File: config.mk
export PLATFORM = sky130hd
export DESIGN_NAME = sha256_message_padder_flat
export DESIGN_NICKNAME = d
export VERILOG_FILES = /design/src/rtl/sha256_message_padder_if.sv /design/src/rtl/sha256_message_padder.sv /design/src/flat_wrapper.sv
export SDC_FILE = /design/constraint.sdc
export NUM_CORES = 2
export LEC_CHECK = 0
export BUFFER_PORTS_ARGS = -buffer_cell sky130_fd_sc_hd__buf_2
export CORE_ASPECT_RATIO = 1.5
export CORE_UTILIZATION = 60
export CTS_BUF_LIST = sky130_fd_sc_hd__clkbuf_8
export DETAILED_ROUTE_END_ITERATION = 10
export PLACE_DENSITY = 0.83
export SETUP_SLACK_MARGIN = 0.5
export SLEW_MARGIN = 40
export SYNTH_ARGS = -nofsm -noshare
export SYNTH_HDL_FRONTEND = slang
export SYNTH_SLANG_ARGS = --single-unit
File: constraint.sdc
create_clock -name clk -period 4.2 [get_ports clk]
set_input_delay 0.42 -clock clk [delete_from_list [all_inputs] [get_ports clk]]
set_output_delay 0.42 -clock clk [all_outputs]
set_load 0.05 [all_outputs]
File: src/rtl/sha256_message_padder_if.sv
// Word-stream in / 512-bit block out handshake bundle between a message source,
// the SHA-256 padder and the compression stage.
interface sha256_message_padder_if;
    logic [31:0]  data_in;
    logic [2:0]   data_in_nbytes;
    logic         data_in_last;
    logic         data_in_valid;
    logic         data_in_ready;
    logic [511:0] data_out;
    logic         data_out_last;
    logic         data_out_valid;
    logic         data_out_ready;

    modport master (
        output data_in, data_in_nbytes, data_in_last, data_in_valid, data_out_ready,
        input  data_in_ready, data_out, data_out_last, data_out_valid
    );

    modport slave (
        input  data_in, data_in_nbytes, data_in_last, data_in_valid, data_out_ready,
        output data_in_ready, data_out, data_out_last, data_out_valid
    );
endinterface

File: src/rtl/sha256_message_padder.sv
// SHA-256 message padder: packs big-endian 32-bit beats into 512-bit blocks and appends
// the 0x80 marker, zero fill and 64-bit bit-length, spilling into an extra block if needed.
module sha256_message_padder (
    input  logic                   clk,
    input  logic                   nrst,
    input  logic                   en,
    input  logic                   sync_rst,
    sha256_message_padder_if.slave bus
);
    typedef enum logic {COLLECT, OUT_BLOCK} state_t;

    state_t       state_q, state_d;
    logic [31:0]  word_buf_q [15];
    logic [31:0]  word_buf_d [15];
    logic [3:0]   widx_q, widx_d;
    logic [63:0]  len_q, len_d;
    logic         rdy_q, rdy_d;
    logic         vld_q, vld_d;
    logic         last_q, last_d;
    logic         extra_q, extra_d;
    logic         defer_q, defer_d;
    logic [511:0] out_q, out_d;

    logic         in_fire;
    logic         out_fire;
    logic [2:0]   nb;
    logic [31:0]  beat_word;
    logic [63:0]  len_next;
    logic [4:0]   pad_end;
    logic         final_here;
    logic         completes;
    logic [511:0] final_blk;
    logic [511:0] extra_blk;
    logic [31:0]  blk_word;
    logic [3:0]   wi;

    assign bus.data_in_ready  = rdy_q & en;
    assign bus.data_out_valid = vld_q & en;
    assign bus.data_out       = out_q;
    assign bus.data_out_last  = last_q;

    assign in_fire  = bus.data_in_valid & bus.data_in_ready;
    assign out_fire = bus.data_out_valid & bus.data_out_ready;

    // Beat decode: byte masking plus pad byte on the last beat, and where padding ends.
    always_comb begin
        nb        = (bus.data_in_nbytes > 3'd4) ? 3'd4 : bus.data_in_nbytes;
        beat_word = bus.data_in;
        if (bus.data_in_last) begin
            case (nb)
                3'd0:    beat_word = 32'h8000_0000;
                3'd1:    beat_word = {bus.data_in[31:24], 24'h80_0000};
                3'd2:    beat_word = {bus.data_in[31:16], 16'h8000};
                3'd3:    beat_word = {bus.data_in[31:8], 8'h80};
                default: beat_word = bus.data_in;
            endcase
        end
        len_next   = len_q + (bus.data_in_last ? {58'd0, nb, 3'd0} : 64'd32);
        pad_end    = {1'b0, widx_q} + ((bus.data_in_last && nb == 3'd4) ? 5'd2 : 5'd1);
        final_here = bus.data_in_last && (pad_end <= 5'd14);
        completes  = bus.data_in_last || (widx_q == 4'd15);
    end

    // Block assembled from the buffered words plus the beat arriving this cycle.
    always_comb begin
        final_blk = '0;
        blk_word  = '0;
        wi        = '0;
        for (int i = 0; i < 16; i++) begin
            wi = 4'(i);
            if (wi < widx_q)
                blk_word = word_buf_q[wi];
            else if (wi == widx_q)
                blk_word = beat_word;
            else if (bus.data_in_last && nb == 3'd4 && wi == widx_q + 4'd1)
                blk_word = 32'h8000_0000;
            else
                blk_word = '0;
            if (final_here && wi == 4'd14) blk_word = len_next[63:32];
            if (final_here && wi == 4'd15) blk_word = len_next[31:0];
            final_blk[511 - 32*i -: 32] = blk_word;
        end
    end

    // A full last block defers the 0x80 marker into word 0 of the extra block.
    assign extra_blk = {(defer_q ? 32'h8000_0000 : 32'h0000_0000), 416'd0, len_q};

    always_comb begin
        // NOTE: every _d signal gets its hold value first so no path through the case infers a latch.
        state_d    = state_q;
        word_buf_d = word_buf_q;
        widx_d     = widx_q;
        len_d      = len_q;
        rdy_d      = rdy_q;
        vld_d      = vld_q;
        last_d     = last_q;
        extra_d    = extra_q;
        defer_d    = defer_q;
        out_d      = out_q;

        case (state_q)
            COLLECT: begin
                rdy_d = 1'b1;
                if (in_fire) begin
                    len_d = len_next;
                    if (completes) begin
                        out_d   = final_blk;
                        last_d  = final_here;
                        extra_d = bus.data_in_last && !final_here;
                        defer_d = bus.data_in_last && nb == 3'd4 && widx_q == 4'd15;
                        rdy_d   = 1'b0;
                        vld_d   = 1'b1;
                        state_d = OUT_BLOCK;
                    end else begin
                        word_buf_d[widx_q] = bus.data_in;
                        widx_d             = widx_q + 4'd1;
                    end
                end
            end
            OUT_BLOCK: begin
                if (out_fire) begin
                    if (extra_q) begin
                        out_d   = extra_blk;
                        last_d  = 1'b1;
                        extra_d = 1'b0;
                        defer_d = 1'b0;
                    end else begin
                        vld_d   = 1'b0;
                        rdy_d   = 1'b1;
                        widx_d  = '0;
                        state_d = COLLECT;
                        if (last_q) len_d = '0;
                    end
                end
            end
            default: state_d = COLLECT;
        endcase
    end

    // NOTE: state uses non-blocking assignments so every register samples pre-edge values.
    always_ff @(posedge clk or negedge nrst) begin
        if (!nrst) begin
            state_q <= COLLECT;
            widx_q  <= '0;
            len_q   <= '0;
            rdy_q   <= 1'b0;
            vld_q   <= 1'b0;
            last_q  <= 1'b0;
            extra_q <= 1'b0;
            defer_q <= 1'b0;
            out_q   <= '0;
            // NOTE: the word buffer is flop-based and small, so it is cleared like any other register.
            for (int i = 0; i < 15; i++) word_buf_q[i] <= '0;
        end else if (sync_rst) begin
            state_q <= COLLECT;
            widx_q  <= '0;
            len_q   <= '0;
            rdy_q   <= 1'b0;
            vld_q   <= 1'b0;
            last_q  <= 1'b0;
            extra_q <= 1'b0;
            defer_q <= 1'b0;
            out_q   <= '0;
            for (int i = 0; i < 15; i++) word_buf_q[i] <= '0;
        end else if (en) begin
            state_q    <= state_d;
            widx_q     <= widx_d;
            len_q      <= len_d;
            rdy_q      <= rdy_d;
            vld_q      <= vld_d;
            last_q     <= last_d;
            extra_q    <= extra_d;
            defer_q    <= defer_d;
            out_q      <= out_d;
            word_buf_q <= word_buf_d;
        end
    end
endmodule

File: src/flat_wrapper.sv
// flat-port wrapper written by rule: the top's interface ports become plain ports
module sha256_message_padder_flat 
  (clk, nrst, en, sync_rst, bus_data_in, bus_data_in_nbytes, bus_data_in_last, bus_data_in_valid, bus_data_out_ready, bus_data_in_ready, bus_data_out, bus_data_out_last, bus_data_out_valid);
  sha256_message_padder_if bus_i ();
  input  logic clk;
  input  logic nrst;
  input  logic en;
  input  logic sync_rst;
  input wire logic [$bits(bus_i.data_in)-1:0] bus_data_in;
  input wire logic [$bits(bus_i.data_in_nbytes)-1:0] bus_data_in_nbytes;
  input wire logic [$bits(bus_i.data_in_last)-1:0] bus_data_in_last;
  input wire logic [$bits(bus_i.data_in_valid)-1:0] bus_data_in_valid;
  input wire logic [$bits(bus_i.data_out_ready)-1:0] bus_data_out_ready;
  output wire logic [$bits(bus_i.data_in_ready)-1:0] bus_data_in_ready;
  output wire logic [$bits(bus_i.data_out)-1:0] bus_data_out;
  output wire logic [$bits(bus_i.data_out_last)-1:0] bus_data_out_last;
  output wire logic [$bits(bus_i.data_out_valid)-1:0] bus_data_out_valid;
  assign bus_i.data_in = bus_data_in;
  assign bus_i.data_in_nbytes = bus_data_in_nbytes;
  assign bus_i.data_in_last = bus_data_in_last;
  assign bus_i.data_in_valid = bus_data_in_valid;
  assign bus_i.data_out_ready = bus_data_out_ready;
  assign bus_data_in_ready = bus_i.data_in_ready;
  assign bus_data_out = bus_i.data_out;
  assign bus_data_out_last = bus_i.data_out_last;
  assign bus_data_out_valid = bus_i.data_out_valid;
  sha256_message_padder u_core (.clk(clk), .nrst(nrst), .en(en), .sync_rst(sync_rst), .bus(bus_i));
endmodule
Word level (Yosys, flattened, before mapping) --
Cells that the tools add are included.
Word-level totals: input bits 42, flip-flop bits (word level) 1066, memories kept 0, word-level logic and storage cells 258, RAM bits 0, output and inout port bits 515, latch bits 0, bits in read-only memories 0
Cells by class: bitwise gates (word level) 6, divide/modulo/power cells 0, muxes and demuxes 126, add/subtract/negate cells 3, shifts and indexed selects 0, $mul 0, equal/unequal tests 44, reductions and logical operators 35, order comparisons 20
Operators by type and width (count):
- two-way mux 512 bit | 6
- two-way mux 480 bit | 5
- two-way mux 32 bit | 53
- case mux 512 bit (2 select lines) | 1
- bitwise mux 480 bit | 1
- two-way mux 64 bit | 6
- demux 32 bit (select 4 bit) | 1
- case mux 32 bit (4 select lines) | 1
- case mux 64 bit (2 select lines) | 1
- adder 64 bit | 1
- equality test 4 bit (first input constant) | 16
- two-way mux 1 bit | 35
- equality test 3 x 4 -> 1 bit (first input constant) | 8
- < comparator 4 bit (first input constant) | 8
- two-way mux 4 bit | 6
- logical AND 1 bit | 21
- AND reduction 5 bit | 4
- equality test 2 x 4 -> 1 bit (first input constant) | 4
- < comparator 3 x 4 -> 1 bit (first input constant) | 4
- != test 3 bit (second input constant) | 5
- case mux 1 bit (2 select lines) | 6
- equality test 1 x 4 -> 1 bit (first input constant) | 2
- zero test 4 bit | 2
- < comparator 1 x 4 -> 1 bit (first input constant) | 2
- 26 further kinds | 35

Longest topological paths before layout --
depth after elaboration 15, mapped depth 14, mapped depth without buffers 11

Least setup slack after synthesis --
OpenSTA, ideal clock, no wires.
path kind in2reg, start point in bus_data_in_last, end point reg u_core.out_q[27] (netlist: u_core.bus.data_out[27]), path buffers 3, path slack 944 ps, arrival time 3124 ps, stages on the path 14, library setup time 132 ps, data required time 4068 ps, path through clkbuf_1 > and2_1 > inv_1 > ha_1 > inv_1 > fa_1 > nor3b_1 > and4_1 > nor3_1 > clkbuf_1 > buf_1 > nor4_1 > a211oi_1 > o21ai_0
Between the ends: word-level cells in the longest chain between the ends 11, elaborated cells between the ends (all ways) 19, classes of those cells 2 x add/sub; 1 x order compare; 1 x eq/ne; 11 x mux; 4 x reduce/logical
Ends and longest elaborated chain:
- start, declared | RTL line flat_wrapper.sv:11 | input wire logic [$bits(bus_i.data_in_last)-1:0] bus_data_in_last;
- logical AND 1 bit | RTL line sha256_message_padder.sv:59 | pad_end = {1'b0, widx_q} + ((bus.data_in_last && nb == 3'd4) ? 5'd2 : 5'd1);
- two-way mux 2 bit | RTL line sha256_message_padder.sv:59
- adder 4 x 5 -> 5 bit | RTL line sha256_message_padder.sv:59
- less-or-equal comparator 5 x 4 -> 1 bit | RTL line sha256_message_padder.sv:60 | final_here = bus.data_in_last && (pad_end <= 5'd14);
- logical AND 1 bit | RTL line sha256_message_padder.sv:60
- two-way mux 32 bit | RTL line sha256_message_padder.sv:80 | if (final_here && wi == 4'd15) blk_word = len_next[31:0];
- two-way mux 512 bit | RTL line sha256_message_padder.sv:106 | if (completes) begin
- two-way mux 512 bit | RTL line sha256_message_padder.sv:104 | if (in_fire) begin
- case mux 512 bit (2 select lines) | RTL line sha256_message_padder.sv:101 | case (state_q)
- two-way mux 512 bit | RTL line sha256_message_padder.sv:165 | end else if (en) begin
- two-way mux 512 bit | RTL line sha256_message_padder.sv:154 | end else if (sync_rst) begin
- end signal, assigned | RTL line sha256_message_padder.sv:174 | out_q <= out_d;
- end, declared | RTL line sha256_message_padder.sv:22 | logic [511:0] out_q, out_d;
Parallel ways exist; a longest one is shown, timed or not. The select of a mux whose other input is x is not followed. A chain may end at the register's enable or synchronous reset.

Worst setup path in the final report --
start point in bus_data_in_last, end point reg u_core.out_q[19] (netlist: u_core.bus.data_out[19])
The elaborated chain is that of the path after synthesis.

==> summary.md <==
| Metric | Value |
|---|---|
| Seq/Total Area, Yosys | 56.7% |
| Final min period | 3460 ps |
| Clk buf depth | 3 |
| Number of flops mapped to enable cells by yosys | 0 |
| Core Region | 77400 sq um |
| First-pass GRT wire length | 267000 microns |
| Syn nets | 4896 |
| H-tree depth | 4 |
| Clock latency on the worst-skew pair | 870 ps |
| RSZ-0062 raised after global routing | false |
| Die area | 79300 sq um |
| Fin. max-slew vios | 0 |
| Final Cell Area | 53900 sq um |
| Initial Utilization | 60.6% |
| Grt ovf | 0 |
| Final hold viol count | 0 |
| Req. time, crit path | 4980 ps |
| Buffers on Ports | 556 |
| Total wire length | 182000 microns |
| Row Count | 125 |
| Pin count of the biggest net entering global routing | 169 |
| Post-Syn Instances | 4842 |
| Hold Crit Class | primary input to async pin |
| Flops & latches, synth | 1063 |
| Top FF cell, synth | dfrtp_1 |
| Synth cell types | 72 |
| Placement Cell Area | 50800 sq um |
| Die W | 230 microns |
| Reg clk slew, reported paths | 60 ps |
| Avg WL per Cell | 28.6 microns |
| Max-Cap Viols | 0 |
| PD cells | 376 nW/um^2 |
| Clock sinks | 1063 |
| Crit. End Element | flop |
| Post-Route Setup TNS | 0 ps |
| CTS Hold Bufs | 3 |
| Tightest Pin Transition | 964 ps |
| Post-layout util | 69.6% |
| Placed insts | 6067 |
| Root Buffer | clkbuf_8 |
| Die height | 344 microns |
| # DRC | 0 |
| Total number of vias | 43600 |
| Run status | complete, no violations |
| Finished Layout Cells | 6350 |
| Final GP Congestion | 1.02 |
| Critical path class | primary input to flop |
| Fmax | 289 MHz |
| Post-DP HPWL | 124000 microns |
| Lkg Pwr | 25.4 nW |
| CTS resizes | 0 |
| Async SR Flop Fraction | 100% |
| TritonCTS Buffers | 154 |
| Drt first pass iters | 9 |
| TritonCTS clock tree | yes |
| Share of post-route cells with drive strength above 1 | 18.7% |
| I/O pin count | 557 |
| Setup Buffers After CTS | 0 |
| Syn avg cell area | 9.69 sq um |
| Initial DRC Count | 6873 |
| Initial antenna violation count | 24 |
| Vias in the first global route | 40700 |
| Final worst-path cycle share | 82.5% |
| Global-route usage over all layers | 45.5% |
| Worst Clk Skew | 55.5 ps |
| YS warnings | 0 |
| Drt via density | 6.86 |
| NumNets Final | 5264 |
| Area growth syn-to-layout | 14.8% |
| Maximum fanout along the worst path | 37 |
| Final setup viols | 0 |
| Max_slew headroom | 35.7% |
| Mapped cell area | 46900 sq um |
| Peak supply drop | 0.259 mV |
| Final antenna-violating net count | 0 |
| WP data arrival | 4240 ps |
| Crit start category | primary input |
synth_stat cells (all sizes together) (10+ instances only):
master / n / area, sq um
dfrtp: 1063 / 26600
nand2: 881 / 3310
o21ai: 827 / 4140
clkbuf: 439 / 1650
a22oi: 320 / 2400
a22o: 249 / 2180
nor2: 155 / 582
a21oi: 118 / 591
nand3: 103 / 515
o31ai: 81 / 608
and3: 59 / 369
buf: 59 / 253
nor3: 56 / 297
mux2i: 44 / 440
a31oi: 38 / 238
and2: 38 / 238
nand4: 27 / 199
inv: 23 / 86.3
nor4: 22 / 201
xnor2: 20 / 175
nor2b: 19 / 119
xor2: 18 / 158
a221oi: 15 / 131
a211oi: 14 / 110
or3: 14 / 87.6
o22ai: 13 / 81.3
a32o: 11 / 110
o211ai: 11 / 82.6
o41ai: 11 / 96.3
ha: 10 / 125
through the flow:
step	power, mW	setup WS (ps)	hold slack, ps
floorplan	11.3	944	124
global placement	12.0	596	449
detailed placement	12.1	587	338
CTS	20.2	820	16.9
global route	20.7	642	40.5
finish	20.2	736	27.9
layout make-up:
type	instances	area, sq um
repair buffers	710	4290
multi-input cells	3258	18600
inverters	23	86.3
flip-flops and latches	1063	26600
clock inverters	81	474
clock buffers	183	2520
well taps	1016	1270
diodes	16	40.0
fillers	5952	23600
worst max-delay path: stages:
cell and delay, ps:
dlygate4sd3_1 600, buf_2 230, and2_1 240, inv_1 120, ha_1 180, inv_1 60
fa_1 530, nor3b_1 60, and4_1 260, or3_1 440, buf_12 220, or4_1 500
a31oi_1 190, o22a_1 150
power breakdown:
group / switching, mW / internal (mW)
sequential: 0.0568 / 10.3
clock: 4.14 / 4.15
combinational: 1.31 / 0.275
sequential cells by signal, indices dropped and copies added (netlist names), 4 cells and up:
signal and count:
u_core.bus.data_out 512, u_core.len_q 61, u_core.widx_q 4, u_core.word_buf_q 480
cell families after synthesis:
family / Yosys count / share of synthesized area [%]
simple gates: 1407 / 13.2
compound gates: 1756 / 23.9
mux: 45 / 0.963
xor+xnor: 38 / 0.709
flops: 1063 / 56.7
fa+ha+maj: 12 / 0.352
buf+inv: 521 / 4.24
path summary, 6_finish.rpt:
| path | start | to | slack, ps | cells after the start |
|---|---|---|---|---|
| max | bus_data_in_last | u_core.bus.data_out[19] | 740 | 14 |
| min | nrst | u_core.word_buf_q[456] | 30 | 2 |
| max reg2reg | u_core.widx_q[0] | u_core.word_buf_q[147] | 810 | 9 |
| min reg2reg | u_core.bus.data_out[230] | u_core.bus.data_out[230] | 470 | 2 |
| max in group asynchronous | nrst | u_core.bus.data_out[332] | 2670 | 4 |
| min in group clk | en | u_core.state_q | 80 | 4 |
per-layer routing:
metal  up-vias  global-route usage (%)  routed length, microns
li1      18100                       -                       -
met1     21300                    58.3                   64100
met2      3445                    68.3                   81400
met3       764                    12.9                   22600
met4        12                    29.2                   13600
met5         -                       0                      80
cell usage in the layout, fill, tap and decap left out, drive strengths merged, types with 9 or more instances in the layout:
cell type,n
dfrtp,1063
nand2,881
o21ai,827
buf,707
a22oi,320
a22o,249
clkbuf,183
nor2,155
a21oi,118
nand3,103
o31ai,81
inv,80
and3,59
nor3,56
mux2i,44
and2,38
a31oi,38
nand4,27
nor4,22
xnor2,20
nor2b,19
xor2,18
diode,16
a221oi,15
clkinv,15
a211oi,14
or3,14
o22ai,13
a32o,11
o211ai,11
o41ai,11
ha,10
and4,9
a221o,9
Power figures use the tool's default switching activity.
